--- src/rtl/logic_gate_lab_pkg.sv ---
// Shared types and constants for logic_gate_lab: gate mode encoding, LED bit map
// and the gate evaluation helpers used by the top level.
package logic_gate_lab_pkg;

    typedef enum logic [2:0] {
        GATE_AND  = 3'd0,
        GATE_OR   = 3'd1,
        GATE_XOR  = 3'd2,
        GATE_NAND = 3'd3,
        GATE_NOR  = 3'd4,
        GATE_XNOR = 3'd5
    } gate_mode_t;

    localparam int unsigned MODE_COUNT   = 6;
    localparam int unsigned LED_WIDTH    = 6;
    localparam int unsigned LED_RESULT   = 0;
    localparam int unsigned LED_MODE_LSB = 1;
    localparam int unsigned LED_ANY      = 4;
    localparam int unsigned LED_HB       = 5;

    // Encodings 6..7 are unreachable; if they ever appear they behave as AND.
    function automatic logic gate_eval(input gate_mode_t mode, input logic all_set,
                                       input logic any_set, input logic parity);
        logic res;
        case (mode)
            GATE_AND:  res = all_set;
            GATE_OR:   res = any_set;
            GATE_XOR:  res = parity;
            GATE_NAND: res = ~all_set;
            GATE_NOR:  res = ~any_set;
            GATE_XNOR: res = ~parity;
            default:   res = all_set;
        endcase
        return res;
    endfunction

    function automatic gate_mode_t mode_advance(input gate_mode_t mode);
        gate_mode_t nxt;
        case (mode)
            GATE_AND:  nxt = GATE_OR;
            GATE_OR:   nxt = GATE_XOR;
            GATE_XOR:  nxt = GATE_NAND;
            GATE_NAND: nxt = GATE_NOR;
            GATE_NOR:  nxt = GATE_XNOR;
            default:   nxt = GATE_AND;
        endcase
        return nxt;
    endfunction

endpackage

--- src/rtl/logic_gate_lab_if.sv ---
// Board-side pin bundle for logic_gate_lab: active-low buttons in, active-low LEDs out.
interface logic_gate_lab_if
    import logic_gate_lab_pkg::*;
#(
    parameter int unsigned N_IN = 2
) ();

    logic [N_IN-1:0]      btn;
    logic                 mode_btn;
    logic [LED_WIDTH-1:0] out_led;

    modport master (
        output btn,
        output mode_btn,
        input  out_led
    );

    modport slave (
        input  btn,
        input  mode_btn,
        output out_led
    );

endinterface

--- src/rtl/logic_gate_lab_btn_debounce.sv ---
// Two-flop synchroniser plus counter debouncer for one active-low button.
// o_press pulses for one cycle alongside the first cycle of a debounced press.
module btn_debounce #(
    parameter int unsigned DEBOUNCE_CYCLES = 270000
) (
    input  logic clk,
    input  logic rst_n,
    input  logic i_btn_n,
    output logic o_stable,
    output logic o_press
);

    localparam int unsigned CW = (DEBOUNCE_CYCLES > 2) ? $clog2(DEBOUNCE_CYCLES) : 1;
    localparam logic [CW-1:0] CNT_LAST = CW'(DEBOUNCE_CYCLES - 1);

    logic [1:0]    r_sync;
    logic          r_stable;
    logic          r_press;
    logic [CW-1:0] r_cnt;
    logic          w_differ;
    logic          w_accept;

    assign w_differ = r_sync[1] ^ r_stable;
    assign w_accept = w_differ && (r_cnt == CNT_LAST);

    always_ff @(posedge clk) begin
        if (!rst_n) begin
            r_sync   <= '1;
            r_stable <= 1'b1;
            r_press  <= 1'b0;
            r_cnt    <= '0;
        end else begin
            r_sync  <= {r_sync[0], i_btn_n};
            r_press <= w_accept && r_stable;
            if (!w_differ) begin
                r_cnt <= '0;
            end else if (w_accept) begin
                r_stable <= r_sync[1];
                r_cnt    <= '0;
            end else begin
                r_cnt <= r_cnt + 1'b1;
            end
        end
    end

    assign o_stable = r_stable;
    assign o_press  = r_press;

endmodule

--- src/rtl/logic_gate_lab.sv ---
// Debounced button gate lab: selectable reduction gate over pressed buttons, shown on LEDs.
// Optional heartbeat on led[5] when LOGIC_GATE_LAB_HEARTBEAT_EN is defined.
module logic_gate_lab
    import logic_gate_lab_pkg::*;
#(
    parameter int unsigned N_IN             = 2,
    parameter int unsigned DEBOUNCE_CYCLES  = 270000,
    parameter int unsigned HEARTBEAT_CYCLES = 13500000
) (
    input  logic              clk,
    input  logic              rst_n,
    logic_gate_lab_if.slave   bus
);

    logic [N_IN-1:0]      w_op_stable;
    logic [N_IN-1:0]      w_op_press_unused;
    logic                 w_mode_stable_unused;
    logic                 w_mode_press;
    logic [N_IN-1:0]      w_p;
    gate_mode_t           r_mode;
    gate_mode_t           w_mode_next;
    logic                 w_result;
    logic                 w_hb_lit;
    logic [LED_WIDTH-1:0] w_led_lit;
    logic [LED_WIDTH-1:0] r_out_led;

    for (genvar g = 0; g < N_IN; g++) begin : g_op_db
        btn_debounce #(
            .DEBOUNCE_CYCLES(DEBOUNCE_CYCLES)
        ) u_db (
            .clk      (clk),
            .rst_n    (rst_n),
            .i_btn_n  (bus.btn[g]),
            .o_stable (w_op_stable[g]),
            .o_press  (w_op_press_unused[g])
        );
    end

    btn_debounce #(
        .DEBOUNCE_CYCLES(DEBOUNCE_CYCLES)
    ) u_mode_db (
        .clk      (clk),
        .rst_n    (rst_n),
        .i_btn_n  (bus.mode_btn),
        .o_stable (w_mode_stable_unused),
        .o_press  (w_mode_press)
    );

    assign w_p = ~w_op_stable;

    always_ff @(posedge clk) begin
        if (!rst_n) begin
            r_mode <= GATE_AND;
        end else begin
            r_mode <= w_mode_next;
        end
    end

    // LEDs are built from the next mode so a press and an operand change
    // landing together appear in one output update.
    always_comb begin
        w_mode_next = r_mode;
        if (w_mode_press) begin
            w_mode_next = mode_advance(r_mode);
        end
        w_result = gate_eval(w_mode_next, &w_p, |w_p, ^w_p);
    end

`ifdef LOGIC_GATE_LAB_HEARTBEAT_EN
    localparam int unsigned HBW = (HEARTBEAT_CYCLES > 2) ? $clog2(HEARTBEAT_CYCLES) : 1;
    localparam logic [HBW-1:0] HB_LAST = HBW'(HEARTBEAT_CYCLES - 1);

    logic [HBW-1:0] r_hb_cnt;
    logic           r_hb;

    always_ff @(posedge clk) begin
        if (!rst_n) begin
            r_hb_cnt <= '0;
            r_hb     <= 1'b0;
        end else if (r_hb_cnt == HB_LAST) begin
            r_hb_cnt <= '0;
            r_hb     <= ~r_hb;
        end else begin
            r_hb_cnt <= r_hb_cnt + 1'b1;
        end
    end

    assign w_hb_lit = (r_hb_cnt == HB_LAST) ? ~r_hb : r_hb;
`else
    assign w_hb_lit = 1'b0;
`endif

    always_comb begin
        w_led_lit                   = '0;
        w_led_lit[LED_RESULT]       = w_result;
        w_led_lit[LED_MODE_LSB +: 3] = w_mode_next;
        w_led_lit[LED_ANY]          = |w_p;
        w_led_lit[LED_HB]           = w_hb_lit;
    end

    always_ff @(posedge clk) begin
        if (!rst_n) begin
            r_out_led <= '1;
        end else begin
            r_out_led <= ~w_led_lit;
        end
    end

    assign bus.out_led = r_out_led;

endmodule

--- src/flat_wrapper.sv ---
// flat-port wrapper written by rule: the top's interface ports become plain ports
module logic_gate_lab_flat import logic_gate_lab_pkg::*;
#(
    parameter int unsigned N_IN             = 2,
    parameter int unsigned DEBOUNCE_CYCLES  = 270000,
    parameter int unsigned HEARTBEAT_CYCLES = 13500000
)
  (clk, rst_n, bus_btn, bus_mode_btn, bus_out_led);
  logic_gate_lab_if #(.N_IN(N_IN)) bus_i ();
  input  logic clk;
  input  logic rst_n;
  input wire logic [$bits(bus_i.btn)-1:0] bus_btn;
  input wire logic [$bits(bus_i.mode_btn)-1:0] bus_mode_btn;
  output wire logic [$bits(bus_i.out_led)-1:0] bus_out_led;
  assign bus_i.btn = bus_btn;
  assign bus_i.mode_btn = bus_mode_btn;
  assign bus_out_led = bus_i.out_led;
  logic_gate_lab #(.N_IN(N_IN), .DEBOUNCE_CYCLES(DEBOUNCE_CYCLES), .HEARTBEAT_CYCLES(HEARTBEAT_CYCLES)) u_core (.clk(clk), .rst_n(rst_n), .bus(bus_i));
endmodule
--- config.mk ---
export PLATFORM = sky130hd
export DESIGN_NAME = logic_gate_lab_flat
export DESIGN_NICKNAME = d
export VERILOG_FILES = /design/src/rtl/logic_gate_lab_pkg.sv /design/src/rtl/logic_gate_lab_if.sv /design/src/rtl/logic_gate_lab_btn_debounce.sv /design/src/rtl/logic_gate_lab.sv /design/src/flat_wrapper.sv
export SDC_FILE = /design/constraint.sdc
export NUM_CORES = 1
export LEC_CHECK = 0
export ABC_AREA = 1
export CORE_ASPECT_RATIO = 0.5
export CORE_MARGIN = 4
export CORE_UTILIZATION = 45
export DETAILED_ROUTE_END_ITERATION = 12
export SLEW_MARGIN = 0
export SYNTH_ARGS = -nofsm -noshare
export SYNTH_HDL_FRONTEND = slang
export SYNTH_SLANG_ARGS = --single-unit
--- constraint.sdc ---
create_clock -name clk -period 1.38 [get_ports clk]
set_clock_uncertainty 0.05 [all_clocks]
set_input_delay 0.276 -clock clk [delete_from_list [all_inputs] [get_ports clk]]
set_output_delay 0.276 -clock clk [all_outputs]
set_load 0.005 [all_outputs]
* After elaboration in Yosys (flattened, before gate mapping)
Index checks and enable logic that the tools add are counted.
** Operators by class
- $add $sub $neg :: 3
- Equal/unequal tests :: 12
- Mux-type cells :: 3
- Bitwise gates (word level) :: 12
- Reductions and logical operators :: 14
** Operator list (number)
- $add 19x1->19 const B :: 3
- $eq 19x19->1 const B :: 3
- $pmux 3 s5 :: 1
- $eq 3x2->1 const B :: 4
- $eq 3x3->1 const B :: 3
- $reduce_or 3->1 :: 3
- $reduce_and 2->1 :: 4
- $not 1->1 :: 7
- $eq 3x1->1 const B :: 2
- $not 5->6 :: 1
- $pmux 1 s5 :: 1
- $logic_and 1x1->1 :: 4
- $logic_not 3->1 :: 1
- $mux 3 :: 1
- $xor 1x1->1 :: 3
- $not 2->2 :: 1
- $reduce_or 2->1 :: 1
- $reduce_xor 2->1 :: 1
** Word-level totals
- Flip-flop bits (word level) :: 76
- Input bits :: 5
- Output and inout port bits :: 6
- Logic and storage cells :: 56

* Longest topological paths before layout
Gate-level depths: netlist of the first run.
- Depth after elaboration :: 6
- Gate-level depth with buffers :: 10
- Mapped depth without buffers :: 10

* Modules after synthesis
Synthesis of the first run repeated with hierarchy kept, for this count alone.
** Second synthesis, totals
- Cells, all modules :: 544
- Area, all modules :: 3826.2 um^2
** By module, submodules not included
- btn_debounce at u_core.g_op_db[0].u_db ... :: times used 2, cells each 163, area each 1131.1 um^2, seq. area each 460.4 um^2
- btn_debounce at u_core.g_op_db[1].u_db :: times used 1, cells each 160, area each 1152.4 um^2, seq. area each 460.4 um^2
- logic_gate_lab :: times used 1, cells each 58, area each 411.6 um^2, seq. area each 160.2 um^2

* Least setup slack after synthesis of the first run
No wires, ideal clock.
- Path type :: register to register
- Start :: reg u_core.g_op_db[0].u_db.r_cnt[0]
- End :: reg u_core.g_op_db[0].u_db.r_cnt[8]
- Setup time :: 115 ps
- Data arrival time :: 1315 ps
- Data required time :: 1215 ps
- Setup slack :: -99 ps
- Cell stages (with the launch flop) :: 10
- Path buffers :: 1
- Clock period less this slack :: 1479 ps
- Cell sequence :: dfxtp_1 ha_1 nand2_2 nor2_4 nand2_2 nor2_2 nand2_2 nand2_4 buf_12 nor2_2
** Between the ends
- Longest elaborated chain between the ends :: 3
- Elaborated cells on any way between the ends :: 4
- Classes of those cells :: add/sub (1); eq/ne (1); reduce/logical (2)
** Ends and longest elaborated chain
- start: declaration :: RTL line logic_gate_lab_btn_debounce.sv:19 : logic [CW-1:0] r_cnt;
- start signal: assignment :: RTL line logic_gate_lab_btn_debounce.sv:41 : r_cnt <= r_cnt + 1'b1;
- branches (longest 3 deep; another with $add 19x1->19)
Several ways; the timed one is not identified.
A chain may end at the register's enable or synchronous reset.

* Final worst setup path of the first run
- Start :: reg u_core.g_op_db[0].u_db.r_cnt[0]
- End :: reg u_core.g_op_db[0].u_db.r_stable
** Between the ends
- Longest elaborated chain between the ends :: 3
** Ends and longest elaborated chain
- $eq 19x19->1 :: RTL line logic_gate_lab_btn_debounce.sv:24 : assign w_accept = w_differ && (r_cnt == CNT_LAST);
- $logic_and 1x1->1 :: RTL line logic_gate_lab_btn_debounce.sv:24
- $reduce_and 2->1 (no source line)
- end signal: assignment :: RTL line logic_gate_lab_btn_debounce.sv:38 : r_stable <= r_sync[1];
- end: declaration :: RTL line logic_gate_lab_btn_debounce.sv:17 : logic r_stable;
Every way passes these cells.

==> metrics.txt, run 1 <==
outcome=finished, final reports clean; Startpoint Class=flop; Overflow after GRT=0; Switching Share=0.1858; Post-DRT Antenna Nets=0; Critical Path End Type=flop; combinational cell fraction of total power=0.020; Cell Int Power=0.004031 W; Reg-to-Reg End=u_core.g_op_db[0].u_db.o_stable$_SDFFE_PN1P_; gpl congestion=0.8386; # setup viols final=0; placed cell areas=0.004332 mm2; clk slew on worst S/H paths=0.06 ns; part of the Yosys area used for sequential elements=0.4082; worst hold endpoint=u_core.g_op_db[1].u_db.r_sync[1]$_SDFF_PN1_; Placed Cells=668; Max IR drop VDD=0.0006033 V; Ant. Diodes=0; synth warn=0; Routed wire per std cell=11.49 um; Crit path arrival time=1.53 ns; sw power=0.0009200 W; Slew Limit Fails=0; Synth Register Bits=75; fmax=735.7 MHz; clk buf depth=2; CP Cell Sequence=ha_4 > nand2_4 > nor2_4 > nand2_2 > nor2_4 > nand2_4 > buf_6 > nand2_4 > nand3_2; Clock Power Share=0.540; final hold slack=0.3637 ns; syn nets=506; initial antenna violation count=0; met2 usage=0.2968; P_leak=1.782 nW; global-route track usage on met1=0.1985; HP Start=u_core.g_op_db[1].u_db.r_sync[0]$_SDFF_PN1_; Top cell by count, worst path=nand2_4; layout cells sized above 1=0.3418; I/O Buffers=9; CTS Root Cell=clkbuf_16; RSZ-0062 raised after global routing=yes; utilization after layout=0.6657; Detailed Routing Iterations Pass 1=5; largest net degree at the start of global routing=19; nets=593; Final HPWL DP=5432 um; TritonCTS clock tree=done; number of global-route vias before repair=3,152; total number of vias=3,316; Crit Path Category=flop to flop; Cell Count, Final, Fillers Out=696; die area=0.009773 mm2; r2r setup slk=0.02 ns; Worst Path Required=1.55 ns; Inserted Clock Buffers=9; Reg2Reg Depth=9; slowest stage delay, CP=0.36 ns; most crowded layer after global routing=met2; Final min period=1.359 ns; Mapped Area=0.003679 mm2; cell count after synthesis=496; Post-Route WL=7995 um; H-tree lvl count=3; die span in x=135.9 um; kind of path behind the tightest hold check=flop to flop; period utilization=0.9850; initial core utilization=0.4824; max-cap viol count=0; PwrDens=975.3 mW/mm2; Clk Latency, worst-skew pair=0.33 ns; # hold bufs at CTS=0; Sink Count=75; Core Box Area=0.007625 mm2; synthesized area per cell=7.416 um2; finished layout cell area=0.005076 mm2; Seq pwr share=0.440; area delta synth->final=37.99%; Max stage delay cell, worst path=dfxtp_4; met3 GRT Util=0.05956; Vias/cell=4.764; Fin. Hold Viols=0; Row Count=22; Tot Pwr=0.004951 W; post-route DRC violation count=0; Hold Path Cell Cnt=1; IO Pins=11; first-pass GRT wire length=13,430 um; Critical Path Fanout Max=3; post-synthesis cell type count=33; RR Startpoint=u_core.g_op_db[0].u_db.r_cnt[0]$_SDFF_PP0_; Die H=71.93 um; initial DRC count=110; GRT Overall Usage=0.1707
==> metal layers <==
| layer | up-vias | part of all wire | routed length, um |
|---|---|---|---|
| li1 | 1777 | - | - |
| met3 | 9 | 0.035 | 276 |
| met2 | 38 | 0.49 | 3900 |
| met5 | - | 0 | 0 |
| met1 | 1492 | 0.46 | 3713 |
| met4 | 0 | 0.013 | 104 |
==> worst max-delay path by stage <==
stage,slack [ns],to,startpoint
floorplan,0.0005,u_core.g_op_db[1].u_db.r_cnt[16]$_SDFF_PP0_,u_core.g_op_db[1].u_db.r_cnt[0]$_SDFF_PP0_
detailed placement,-0.25,u_core.g_op_db[0].u_db.r_cnt[2]$_SDFF_PP0_,rst_n
CTS,0.002,u_core.g_op_db[1].u_db.r_cnt[16]$_SDFF_PP0_,u_core.g_op_db[1].u_db.r_cnt[1]$_SDFF_PP0_
global route,-0.09,u_core.g_op_db[1].u_db.o_stable$_SDFFE_PN1P_,u_core.g_op_db[1].u_db.r_cnt[14]$_SDFF_PP0_
global placement,-0.22,u_core.g_op_db[1].u_db.r_cnt[2]$_SDFF_PP0_,rst_n
finish,0.02,u_core.g_op_db[0].u_db.o_stable$_SDFFE_PN1P_,u_core.g_op_db[0].u_db.r_cnt[0]$_SDFF_PP0_
==> critical path, delay by kind of cell, from the launching register on <==
kind,cells,cell delay (ns)
flip-flops,1,0.36
buffers and inverters,1,0.15
AND/OR/NAND/NOR,7,0.56
adder cells (fa/ha/maj),1,0.15
==> cell type report <==
cell class | count | area, um2
Clock buffer | 11 | 242.7
Multi-Input combinational cell | 356 | 2187
Timing Repair Buffer | 79 | 641.9
Sequential cell | 75 | 1536
Inverter | 62 | 232.7
Clock inverter | 5 | 100.1
Fill cell | 676 | 2549
Tap cell | 108 | 135.1
==> layout by cell type (no fill, tap or decap), types with 13 or more instances in the layout <==
| cell type | n |
|---|---|
| a21oi_1 | 14 |
| buf_4 | 66 |
| dfxtp_1 | 51 |
| dfxtp_2 | 22 |
| inv_1 | 57 |
| nand2_1 | 90 |
| nand3_1 | 30 |
| nand4_1 | 24 |
| nor2_1 | 57 |
| nor2_2 | 26 |
| nor2_4 | 13 |
==> flip-flops by register name (all words and copies together) (netlist names) <==
signal                        count
u_core.r_mode                     3
u_core.g_op_db.u_db.r_sync        4
u_core.g_op_db.u_db.r_cnt        38
u_core.u_mode_db.o_stable         1
u_core.bus.out_led                5
u_core.u_mode_db.o_press          1
u_core.g_op_db.u_db.o_stable      2
u_core.u_mode_db.r_cnt           19
u_core.u_mode_db.r_sync           2
==> stage by stage <==
stage | setup slack [ns] | setup TNS, ns
final | 0.02069 | 0
after global routing | -0.08767 | -1.778
after CTS | 0.001947 | 0
after detailed placement | -0.2519 | -11.97
after global placement | -0.2194 | -10.08
after floorplan | 0.0004697 | 0
==> timing repair <==
action                                 CTS  global route
endpoints found under the hold margin    0             0
resized for setup                       19            72
setup endpoints to repair               57            60
pin swaps                                7            22
setup buffers                            2             8
gates cloned                             0             2
==> cells in the mapped netlist <==
library cell,n,area [um2]
a21oi_1,21,105.1
a21oi_2,4,35.03
a31oi_1,5,31.28
buf_12,1,20.02
buf_2,1,5.000
buf_4,1,7.510
buf_6,2,22.52
clkinv_1,1,3.750
conb_1,1,3.750
dfxtp_1,75,1501
ha_1,5,62.56
inv_1,59,221.5
inv_2,2,7.510
nand2_1,91,341.6
nand2_2,5,31.28
nand2_4,3,33.78
nand3_1,34,170.2
nand3_2,4,40.04
nand3_4,1,17.52
nand3b_1,4,30.03
nand4_1,24,150.1
nand4_2,1,12.51
nor2_1,74,277.8
nor2_2,15,93.84
nor2_4,7,78.83
nor3_1,15,75.07
nor3_2,2,20.02
o21ai_0,6,30.03
o21ai_1,1,5.000
or2_0,5,31.28
or2_2,6,37.54
xnor2_1,9,78.83
xor2_1,11,96.34
==> logic make-up after synthesis <==
logic type	after synthesis	share of synthesized area
XOR/XNOR	20	0.04762
AND/OR/NAND/NOR	291	0.3918
buffers and inverters	67	0.07823
adder cells (fa/ha/maj)	5	0.01701
AO/OA/AOI/OAI	37	0.05612
other	1	0.001019
flip-flops	75	0.4082
==> power by group through the flow <==
stage	Sequential, W	Combinational [W]	Clock [W]
after detailed placement	0.00223	0.0000785	0
after global routing	0.00218	0.000108	0.00285
after floorplan	0.00223	0.0000447	0
after global placement	0.00223	0.0000777	0
after CTS	0.00218	0.0000822	0.00275
final	0.00218	0.0000984	0.00267
No activity file was read; power rests on OpenSTA's default activity.
==> run 2, diff against run 1 <==
==> constraint.sdc (replaced) <==
create_clock -name clk -period 1.41 [get_ports clk]
set_clock_uncertainty 0.05 [all_clocks]
set_input_delay 0.282 -clock clk [delete_from_list [all_inputs] [get_ports clk]]
set_output_delay 0.282 -clock clk [all_outputs]
set_load 0.005 [all_outputs]
==> metrics.txt, run 2 (synthesized netlist as in run 1, its figures left out) <==
outcome=finished, final reports clean; clk slew on worst S/H paths=0.05 ns; post-route DRC violation count=0; sw power=0.0009056 W; Sink Count=75; nets=578; max-cap viol count=0; P_leak=1.668 nW; HP Start=rst_n; setup TNS after final layout=0 ns; GRT Overall Usage=0.1689; Vias/cell=4.803; Overflow after GRT=0; period utilization=0.9542; cell family with most CP delay=simple AND/OR/NAND/NOR gates; TritonCTS clock tree=done; slowest stage delay, CP=0.35 ns; number of global-route vias before repair=3,150; Reg area=0.001525 mm2; Final HPWL DP=5441 um; H-tree lvl count=3; Switching Share=0.1961; Final min period=1.345 ns; Cell Int Power=0.003713 W; Worst Path Required=1.58 ns; Row Count=22; CP Cell Sequence=ha_4 > nand2_4 > nor2_4 > nand2_2 > nor2_4 > nand2_4 > buf_6 > nand2_2 > nand3_1; Post-DRT Antenna Nets=0; layout cells sized above 1=0.2914; r2r setup slk=0.06 ns; Clk Latency, worst-skew pair=0.33 ns; Hold Path Cell Cnt=3; most frequent cells in the layout=nand2_1 (87), nor2_1 (64), inv_1 (57), dfxtp_1 (56), buf_4 (54); Crit Path Category=flop to flop; Critical Path Fanout Max=3; Startpoint Class=flop; area of the multi-input gates=0.002087 mm2; most common cell after layout, fill and taps aside=nand2_1; I/O Buffers=9; RSZ-0062 raised after global routing=yes; initial DRC count=121; IO Pins=11; die span in x=135.9 um; Critical Path End Type=flop; gpl congestion=0.8675; combinational cell fraction of total power=0.018; Crit path arrival time=1.52 ns; Max stage delay cell, worst path=dfxtp_2; Ant. Diodes=0; Slew Limit Fails=0; Routed wire per std cell=11.26 um; CTS Root Cell=clkbuf_16; Max IR drop VDD=0.0005624 V; worst hold endpoint=u_core.u_mode_db.o_stable$_SDFFE_PN1P_; initial antenna violation count=0; Tot Pwr=0.004619 W; Inserted Clock Buffers=9; fill count=726; Fin. Hold Viols=0; clk buf depth=2; Reg-to-Reg End=u_core.g_op_db[0].u_db.o_stable$_SDFFE_PN1P_; # setup viols final=0; Die H=71.93 um; utilization after layout=0.6287; CP Depth=9; total number of vias=3,271; max reg flops=38; kind of path behind the tightest hold check=primary input to flop; Clock Power Share=0.520; Post-Route WL=7665 um; WP buf/inv=1; Core Box Area=0.007625 mm2; Reg2Reg Depth=9; first-pass GRT wire length=13,390 um; PwrDens=963.6 mW/mm2; largest net degree at the start of global routing=19; fmax=743.2 MHz; RR Startpoint=u_core.g_op_db[0].u_db.r_cnt[0]$_SDFF_PP0_; area delta synth->final=30.31%; initial core utilization=0.4824; # hold bufs at CTS=0; final hold slack=0.2920 ns; die area=0.009773 mm2; Detailed Routing Iterations Pass 1=5; Seq pwr share=0.462; Top reg by flops=u_core.g_op_db.u_db.r_cnt
## run 2: power groups by stage
| stage | registers (W) | logic (W) | clock network (W) |
|---|---|---|---|
| final | 0.00214 | 0.0000823 | 0.00240 |
| after floorplan | 0.00218 | 0.0000436 | 0 |
| after global routing | 0.00214 | 0.0000905 | 0.00258 |
| after global placement | 0.00218 | 0.0000711 | 0 |
| after detailed placement | 0.00218 | 0.0000711 | 0 |
| after CTS | 0.00214 | 0.0000736 | 0.00248 |
## run 2: final cells by class
| cell class | instances | share of cell area |
|---|---|---|
| repair buffers | 64 | 0.1049 |
| well taps | 108 | 0.02819 |
| inverters | 62 | 0.04855 |
| flip-flops and latches | 75 | 0.3182 |
| clock buffers | 11 | 0.04855 |
| multi-input cells | 356 | 0.4354 |
| clock inverters | 5 | 0.01618 |
## run 2: per-layer routing
layer  GRT usage  vias to the layer above  share of wire
li1            -                     1746              -
met1      0.2021                     1480           0.48
met4     0.05810                        0          0.016
met2      0.2902                       32           0.46
met3     0.05402                       13          0.041
met5           0                        -              0
## run 2: how the worst max path moves through the flow
stage	slack [ns]	to	from
CTS	0.001	u_core.g_op_db[0].u_db.r_cnt[16]$_SDFF_PP0_	u_core.g_op_db[0].u_db.r_cnt[1]$_SDFF_PP0_
global route	-0.02	u_core.u_mode_db.r_cnt[10]$_SDFF_PP0_	u_core.u_mode_db.r_cnt[1]$_SDFF_PP0_
finish	0.06	u_core.g_op_db[0].u_db.o_stable$_SDFFE_PN1P_	u_core.g_op_db[0].u_db.r_cnt[0]$_SDFF_PP0_
detailed placement	-0.30	u_core.u_mode_db.r_cnt[13]$_SDFF_PP0_	rst_n
global placement	-0.22	u_core.u_mode_db.r_cnt[15]$_SDFF_PP0_	rst_n
floorplan	0.003	u_core.g_op_db[0].u_db.r_cnt[8]$_SDFF_PP0_	u_core.g_op_db[0].u_db.r_cnt[1]$_SDFF_PP0_
## run 2: worst reg2reg max path, stage by stage, from the launching register on
cell	delay [ns]
dfxtp_2	0.35
ha_4	0.15
nand2_4	0.06
nor2_4	0.11
nand2_2	0.07
nor2_4	0.14
nand2_4	0.09
buf_6	0.13
nand2_2	0.04
nand3_1	0.05
## run 2: per-stage QoR
step	cells	instance area, um2	setup slack, ns
finish	681	4793	0.06452
global route	681	4793	-0.01950
CTS	674	4582	0.001381
detailed placement	658	4230	-0.2955
global placement	658	4230	-0.2229
floorplan	496	3685	0.003037
## run 2: what timing repair did
item | in CTS | in global routing
endpoints found under the setup margin | 40 | 58
setup buffers | 0 | 5
pin swaps | 3 | 14
gates resized for setup | 14 | 51
gates cloned | 0 | 2
